**src/rtl/reg_file_responder.sv**
```systemverilog
// Valid/ready register-file responder. Accepted requests are served immediately and their responses queue in order.
// Define RESP_FORMAL_PROPS_EN to add the embedded immediate assume/assert/cover properties.
module reg_file_responder #(
   parameter int AW    = 3,
   parameter int DW    = 8,
   parameter int DEPTH = 2
) (
   input  logic          clk,
   input  logic          rst_n,
   input  logic          req_valid,
   output logic          req_ready,
   input  logic          req_we,
   input  logic [AW-1:0] req_addr,
   input  logic [DW-1:0] req_wdata,
   output logic          rsp_valid,
   input  logic          rsp_ready,
   output logic          rsp_we,
   output logic [DW-1:0] rsp_rdata
);

   localparam int NREG = 2 ** AW;
   localparam int CW   = $clog2(DEPTH + 1);
   localparam int PW   = (DEPTH > 1) ? $clog2(DEPTH) : 1;

   logic [DW-1:0] regs_reg      [NREG];
   logic          fifo_we_reg   [DEPTH];
   logic [DW-1:0] fifo_data_reg [DEPTH];
   logic [PW-1:0] wr_ptr_reg, wr_ptr_next;
   logic [PW-1:0] rd_ptr_reg, rd_ptr_next;
   logic [CW-1:0] count_reg, count_next;

   logic          push;
   logic          pop;
   logic          push_we;
   logic [DW-1:0] push_data;

   // req_ready depends only on the registered count, never on rsp_ready
   assign req_ready = (count_reg < CW'(DEPTH));
   assign rsp_valid = (count_reg != '0);
   assign push      = req_valid && req_ready;
   assign pop       = rsp_valid && rsp_ready;
   assign push_we   = req_we;
   assign push_data = req_we ? '0 : regs_reg[req_addr];
   assign rsp_we    = rsp_valid ? fifo_we_reg[rd_ptr_reg] : 1'b0;
   assign rsp_rdata = rsp_valid ? fifo_data_reg[rd_ptr_reg] : '0;

   always_comb begin
      wr_ptr_next = wr_ptr_reg;
      rd_ptr_next = rd_ptr_reg;
      count_next  = count_reg;
      if (push) begin
         wr_ptr_next = (wr_ptr_reg == PW'(DEPTH - 1)) ? '0 : wr_ptr_reg + PW'(1);
      end
      if (pop) begin
         rd_ptr_next = (rd_ptr_reg == PW'(DEPTH - 1)) ? '0 : rd_ptr_reg + PW'(1);
      end
      if (push && !pop) begin
         count_next = count_reg + CW'(1);
      end else if (!push && pop) begin
         count_next = count_reg - CW'(1);
      end
   end

   always_ff @(posedge clk) begin
      if (!rst_n) begin
         wr_ptr_reg <= '0;
         rd_ptr_reg <= '0;
         count_reg  <= '0;
      end else begin
         wr_ptr_reg <= wr_ptr_next;
         rd_ptr_reg <= rd_ptr_next;
         count_reg  <= count_next;
      end
   end

   genvar gi;
   generate
      for (gi = 0; gi < NREG; gi++) begin : g_regs
         always_ff @(posedge clk) begin
            if (!rst_n) begin
               regs_reg[gi] <= '0;
            end else if (push && req_we && (req_addr == AW'(gi))) begin
               regs_reg[gi] <= req_wdata;
            end
         end
      end

      for (gi = 0; gi < DEPTH; gi++) begin : g_fifo
         always_ff @(posedge clk) begin
            if (!rst_n) begin
               fifo_we_reg[gi]   <= 1'b0;
               fifo_data_reg[gi] <= '0;
            end else if (push && (wr_ptr_reg == PW'(gi))) begin
               fifo_we_reg[gi]   <= push_we;
               fifo_data_reg[gi] <= push_data;
            end
         end
      end
   endgenerate

`ifdef RESP_FORMAL_PROPS_EN
   // Cleared by reset so $past never reaches across a reset boundary
   logic past_valid_reg;

   always_ff @(posedge clk) begin
      if (!rst_n) begin
         past_valid_reg <= 1'b0;
      end else begin
         past_valid_reg <= 1'b1;
      end
   end

   always @(posedge clk) begin
      if (past_valid_reg && rst_n) begin
         if ($past(req_valid && !req_ready)) begin
            req_stable: assume (req_valid && (req_we == $past(req_we)) &&
                                (req_addr == $past(req_addr)) &&
                                (req_wdata == $past(req_wdata)));
         end
         if ($past(rsp_valid && !rsp_ready)) begin
            rsp_stable: assert (rsp_valid && (rsp_we == $past(rsp_we)) &&
                                (rsp_rdata == $past(rsp_rdata)));
         end
         cnt_bound: assert (count_reg <= CW'(DEPTH));
         rdy_full:  assert (req_ready == (count_reg != CW'(DEPTH)));
         if ($past(req_valid && req_ready && req_we)) begin
            wr_visible: assert (regs_reg[$past(req_addr)] == $past(req_wdata));
         end
         hit_full:     cover (count_reg == CW'(DEPTH));
         back_to_back: cover ($past(rsp_valid && rsp_ready) && rsp_valid);
      end
   end
`endif

endmodule

```
**config.mk**
```make
export PLATFORM = sky130hd
export DESIGN_NAME = reg_file_responder
export DESIGN_NICKNAME = d
export VERILOG_FILES = /design/src/rtl/reg_file_responder.sv
export SDC_FILE = /design/constraint.sdc
export NUM_CORES = 1
export LEC_CHECK = 0
export BUFFER_PORTS_ARGS = -buffer_cell sky130_fd_sc_hd__buf_2
export CAP_MARGIN = 0
export CORE_UTILIZATION = 60
export CTS_CLUSTER_SIZE = 30
export DETAILED_ROUTE_END_ITERATION = 16
export GPL_ROUTABILITY_DRIVEN = 0
export PLACE_DENSITY = 0.85
export SYNTH_ARGS = -nofsm -noshare
export SYNTH_HDL_FRONTEND = slang
export SYNTH_SLANG_ARGS = --single-unit
```
**constraint.sdc**
```tcl
create_clock -name clk -period 2.47 [get_ports clk]
set_input_delay 0.6175 -clock clk [delete_from_list [all_inputs] [get_ports clk]]
set_output_delay 0.6175 -clock clk [all_outputs]
set_load 0.02 [all_outputs]
```
# After elaboration in Yosys (flattened, before gate mapping)
# Memories as Yosys holds them, arrays and structs flattened. A register that Yosys moved wholly into a read port is not among the register bits.
# Cells that the tools add are included.
[totals]
ff_bits = 4
mem_bits_rw = 82
in_bits = 16
output_inout_bits = 11
word_cells = 105
memories = 3
[mem_list]
columns = ["memory", "words", "width", "rd", "rd_clocked_by_memory_dff", "write_ports", "line_no", "source"]
rows = [
  ["regs_reg", 8, 8, 1, 0, 8, "25", "logic [DW-1:0] regs_reg [NREG];"],
  ["fifo_data_reg", 2, 8, 1, 1, 2, "27", "logic [DW-1:0] fifo_data_reg [DEPTH];"],
  ["fifo_we_reg", 2, 1, 1, 1, 2, "26", "logic fifo_we_reg [DEPTH];"],
]
[classes]
add_sub_neg = 4
n_lt_le_gt_ge = 1
eq_ne = 7
n_mux = 54
bitwise_logic = 13
reduce_logical = 20
[ops]
columns = ["operator", "n"]
rows = [
  ["$mux 8", 12],
  ["$mux 1", 40],
  ["$logic_and 1x1->1", 15],
  ["$eq 3x3->1 const B", 4],
  ["$or 1x1->1", 12],
  ["$eq 3x2->1 const B", 2],
  ["$mux 2", 2],
  ["$reduce_bool 2->1", 2],
  ["$eq 3x1->1 const B", 1],
  ["$logic_not 3->1", 1],
  ["$add 1x1->1 const B", 2],
  ["$add 2x1->2 const B", 1],
  ["$logic_not 1->1", 2],
  ["$lt 2x2->1 const B", 1],
  ["$sub 2x1->2 const B", 1],
  ["$not 1->1", 1],
]

# Logic depth before layout (Yosys ltp)
[logic_depth]
depth_word = 8
depth_mapped = 6

# Worst setup path after synthesis
# Ideal clock, no wire load.
[synth_timing]
kind = "input port to flip-flop"
start = "input req_addr[1]"
end = "memory regs_reg[1][0] (enable)"
setup_time_ps = 384
arrival_time_ps = 1766
required_ps = 2086
setup_slack_ps = 320
path_stages = 4
path_cell_list = "buf_4 buf_6 nand2b_2 o21ai_0"
[synth_lines]
columns = ["item", "line_no", "source"]
rows = [
  ["from (decl)", "13", "input logic [AW-1:0] req_addr,"],
  ["to (decl)", "25", ""],
]

# Worst setup path after layout
[layout_timing]
start = "register count_reg[1]"
end = "output rsp_rdata[7]"
[layout_via]
elab_chain_len = 2
[layout_rtl]
columns = ["item", "line_no", "source"]
rows = [
  ["from (decl)", "30", "logic [CW-1:0] count_reg, count_next;"],
  ["from (signal assigned)", "72", "count_reg <= count_next;"],
  ["$reduce_bool 2->1", "39", "assign rsp_valid = (count_reg != '0);"],
  ["$mux 8", "45", "assign rsp_rdata = rsp_valid ? fifo_data_reg[rd_ptr_reg] : '0;"],
  ["to (decl)", "18", "output logic [DW-1:0] rsp_rdata"],
]
# Every way passes these cells.

==> results.txt <==
----------------------------------------------------
[Place]
  Total half-perimeter wirelength after legalization and detailed placement ... 5.793 mm
  Placed Cells incl. Taps ... 424
  Setup slack after placement ... 0.4318 ns
  IO Port Bufs ... 26

[Clock network]
  Total clock sinks ... 87
  Maximum buffer depth of the clock tree ... 2
  Num CTS Buffers ... 9
  Post-cts hold buffer count ... 0
  Clock input transition at the sequential cells of the worst setup and hold paths ... 0.08 ns
  Library cell used as clock root buffer ... sky130_fd_sc_hd__clkbuf_8
  Resized Gates After CTS ... 0
  CTS tree ... built
  Buffer count from post-CTS setup fixing ... 0
  Number of H-tree levels ... 3
  Clock insertion delay at the later pin of the skew report ... 0.36 ns

[Synth]
  Fraction of the yosys area taken by sequential cells ... 60.41%
  Average footprint of a synthesized cell ... 13.81 um^2
  Area share of the largest cell type after synthesis ... 57.57%
  Post-synth top area cell ... sky130_fd_sc_hd__edfxtp_1
  Synth Flop Type ... sky130_fd_sc_hd__edfxtp_1
  Asr flop ratio synth ... 0%
  Ranking of synthesized cells by instance count ... 81 x sky130_fd_sc_hd__edfxtp_1, 67 x sky130_fd_sc_hd__and2_1, 25 x sky130_fd_sc_hd__mux2_2
  Cell with the most instances after synthesis ... sky130_fd_sc_hd__edfxtp_1
  Post-synthesis instance total ... 306
  Top area cells in the synthesized netlist ... sky130_fd_sc_hd__edfxtp_1 58%, sky130_fd_sc_hd__and2_1 9.9%, sky130_fd_sc_hd__mux2_2 6.7%, sky130_fd_sc_hd__dfxtp_1 2.8%, sky130_fd_sc_hd__mux2i_1 2.4%
  EDFF count, synth ... 81
  Netlist area before placement ... 4225 um^2
  Syn nets ... 323
  Yosys reg bits ... 87
  Synth Warn # ... 0
  Distinct cell type count of the synthesized netlist ... 39

[Run]
  Number of violations of the max-capacitance limit ... 0

[Drt]
  Detailed-routing iteration count for the pre-antenna-repair pass ... 5
  Ratio of routed vias to standard cells ... 5.905
  Routed Wire Length ... 8.251 mm
  Wirelength per Cell ... 18.75 um
  DR DRC count ... 0
  Number of antenna-violating nets in the routed design ... 0
  Initial DRC count ... 214
  Total via count in the routed design ... 2,598

[Global route]
  Overflow left after global routing ... 0
  Largest net degree at the start of global routing ... 44
  Combined global-route utilization of all metal layers ... 25.36%
  Wire length of the first global-routing pass ... 13.34 mm
  Antenna violations before repair ... 0
  Number of global-route vias before repair ... 2,531

[Timing]
  Transition time at the pin with the least slew margin ... 0.5987 ns
  Setup repair after global routing missed its margin ... false
  Maximum operating frequency ... 461.6 MHz
  Max Clock Skew ... 0.006683 ns
  Post-route worst setup slack ... 0.3036 ns
  Slew headroom ... 59.94%
  Post-route clock period utilization ... 87.71%
  Final hold violations ... 0
  Setup TNS ... 0 ns
  Total count of max-transition violations in the final report ... 0
  Fin crit period ... 2.166 ns
  Setup-failing EPs final ... 0

[Worst setup path]
  Kind of launch point of the worst setup path ... flop
  Type of the worst setup path ... flop to primary output
  Data required time of the critical path ... 1.85 ns
  Worst Setup End Kind ... primary output
  Critical Path AT ... 1.55 ns
  Top fanout value on the critical path ... 10

[Floorplan]
  Vertical extent of the die ... 85.92 um
  Std-Cell Core Area ... 6794 um^2
  Ports placed on the boundary ... 27
  Placement row count ... 30
  Chip Width ... 85.92 um
  Die Footprint ... 7381 um^2
  Starting Density ... 62.19%

[Final layout]
  # nets final ... 356
  Ant. Diodes ... 0
  Flip-flop count of the largest register after layout ... 64
  Layout overhead on the synthesized area ... 10.51%
  Layout cell share with drive strength beyond 1 ... 26.45%
  Final standard cell count with taps included and fillers excluded ... 440

[Power and ir drop]
  P_leak ... 1.760 nW
  Cell area power density ... 753.4 nW/um^2
  IR drop worst, VDD ... 0.0004521 V

[Outcome]
  Outcome ... complete, no violations

[Hold path]
  Worst hold path class ... flop to flop

----------------------------------------------------
==> cell usage in the layout, fill, tap and decap left out, types with 6 or more instances in the layout <==
cell type                  instances
sky130_fd_sc_hd__nor2_1           11
sky130_fd_sc_hd__mux2_2           25
sky130_fd_sc_hd__clkbuf_8          9
sky130_fd_sc_hd__o22ai_1           8
sky130_fd_sc_hd__buf_4            10
sky130_fd_sc_hd__nand2b_1          6
sky130_fd_sc_hd__edfxtp_1         81
sky130_fd_sc_hd__o21ai_0           8
sky130_fd_sc_hd__nor3_1            8
sky130_fd_sc_hd__a211oi_1          6
sky130_fd_sc_hd__mux2i_1          10
sky130_fd_sc_hd__and2_1           67
sky130_fd_sc_hd__nor3_4            6
sky130_fd_sc_hd__dfxtp_1           6
sky130_fd_sc_hd__buf_2            26
==> power by group <==
part	leakage, nW	switching, mW	internal (mW)
clock	0.110	0.494	0.562
sequential	0.893	0.0841	1.74
combinational	0.756	0.382	0.254
==> final cells by class <==
type                            instances  area [um^2]
Sequential cell                        87         2552
Fill cell                             464         2125
Multi-Input combinational cell        199         1528
Timing Repair Buffer                   37        225.2
Clock buffer                            9        123.9
Tap cell                               96        120.1
Clock inverter                          7        87.58
Inverter                                5        32.53
==> metal layers <==
layer  global-route usage (%)  vias up  routed length, um
met1                    34.59     1257               3547
met2                    40.19      113               3965
li1                         -     1206                  -
met3                    5.486       22                538
met5                        0        -                  0
met4                    9.848        0                200
==> stage by stage <==
step	hold slack, ns	cell area, um^2	utilization, %	total power, mW
6_report	0.5358	4669	68.73	3.518
3_3_place_gp	0.4975	4458	65.62	2.474
5_1_grt	0.5949	4669	68.73	3.666
2_1_floorplan	0.4854	4225	-	2.318
3_5_place_dp	0.5232	4458	65.62	2.496
4_1_cts	0.5396	4669	68.73	3.530
==> worst max-delay path, stage by stage (launching register included) <==
cell	delay, ns
sky130_fd_sc_hd__dfxtp_1	0.39
sky130_fd_sc_hd__nor2_1	0.51
sky130_fd_sc_hd__nor2_1	0.11
sky130_fd_sc_hd__buf_2	0.18
==> worst paths after layout <==
kind / to / depth (start not counted) / start / slack, ns
max reg2reg: count_reg[1]$_SDFFE_PN0P_ / 4 / count_reg[1]$_SDFFE_PN0P_ / 0.86
min reg2reg: fifo_we_reg[1]$_DFF_P_ / 2 / fifo_we_reg[1]$_DFF_P_ / 0.54
max: rsp_rdata[7] / 3 / count_reg[1]$_SDFFE_PN0P_ / 0.30
min: fifo_we_reg[1]$_DFF_P_ / 2 / fifo_we_reg[1]$_DFF_P_ / 0.54
==> kinds of logic after synthesis <==
group | after synthesis | synth area share [%]
muxes | 35 | 9.032
xor gates and xnor gates | 4 | 0.8293
buffers and inverters | 20 | 3.435
AOI/OAI and AO/OA | 33 | 5.389
adders and majority gates | 1 | 0.2961
and+or+nand+nor | 126 | 20.61
DFF | 87 | 60.41
Note: power is estimated with default switching activity, not from simulation.
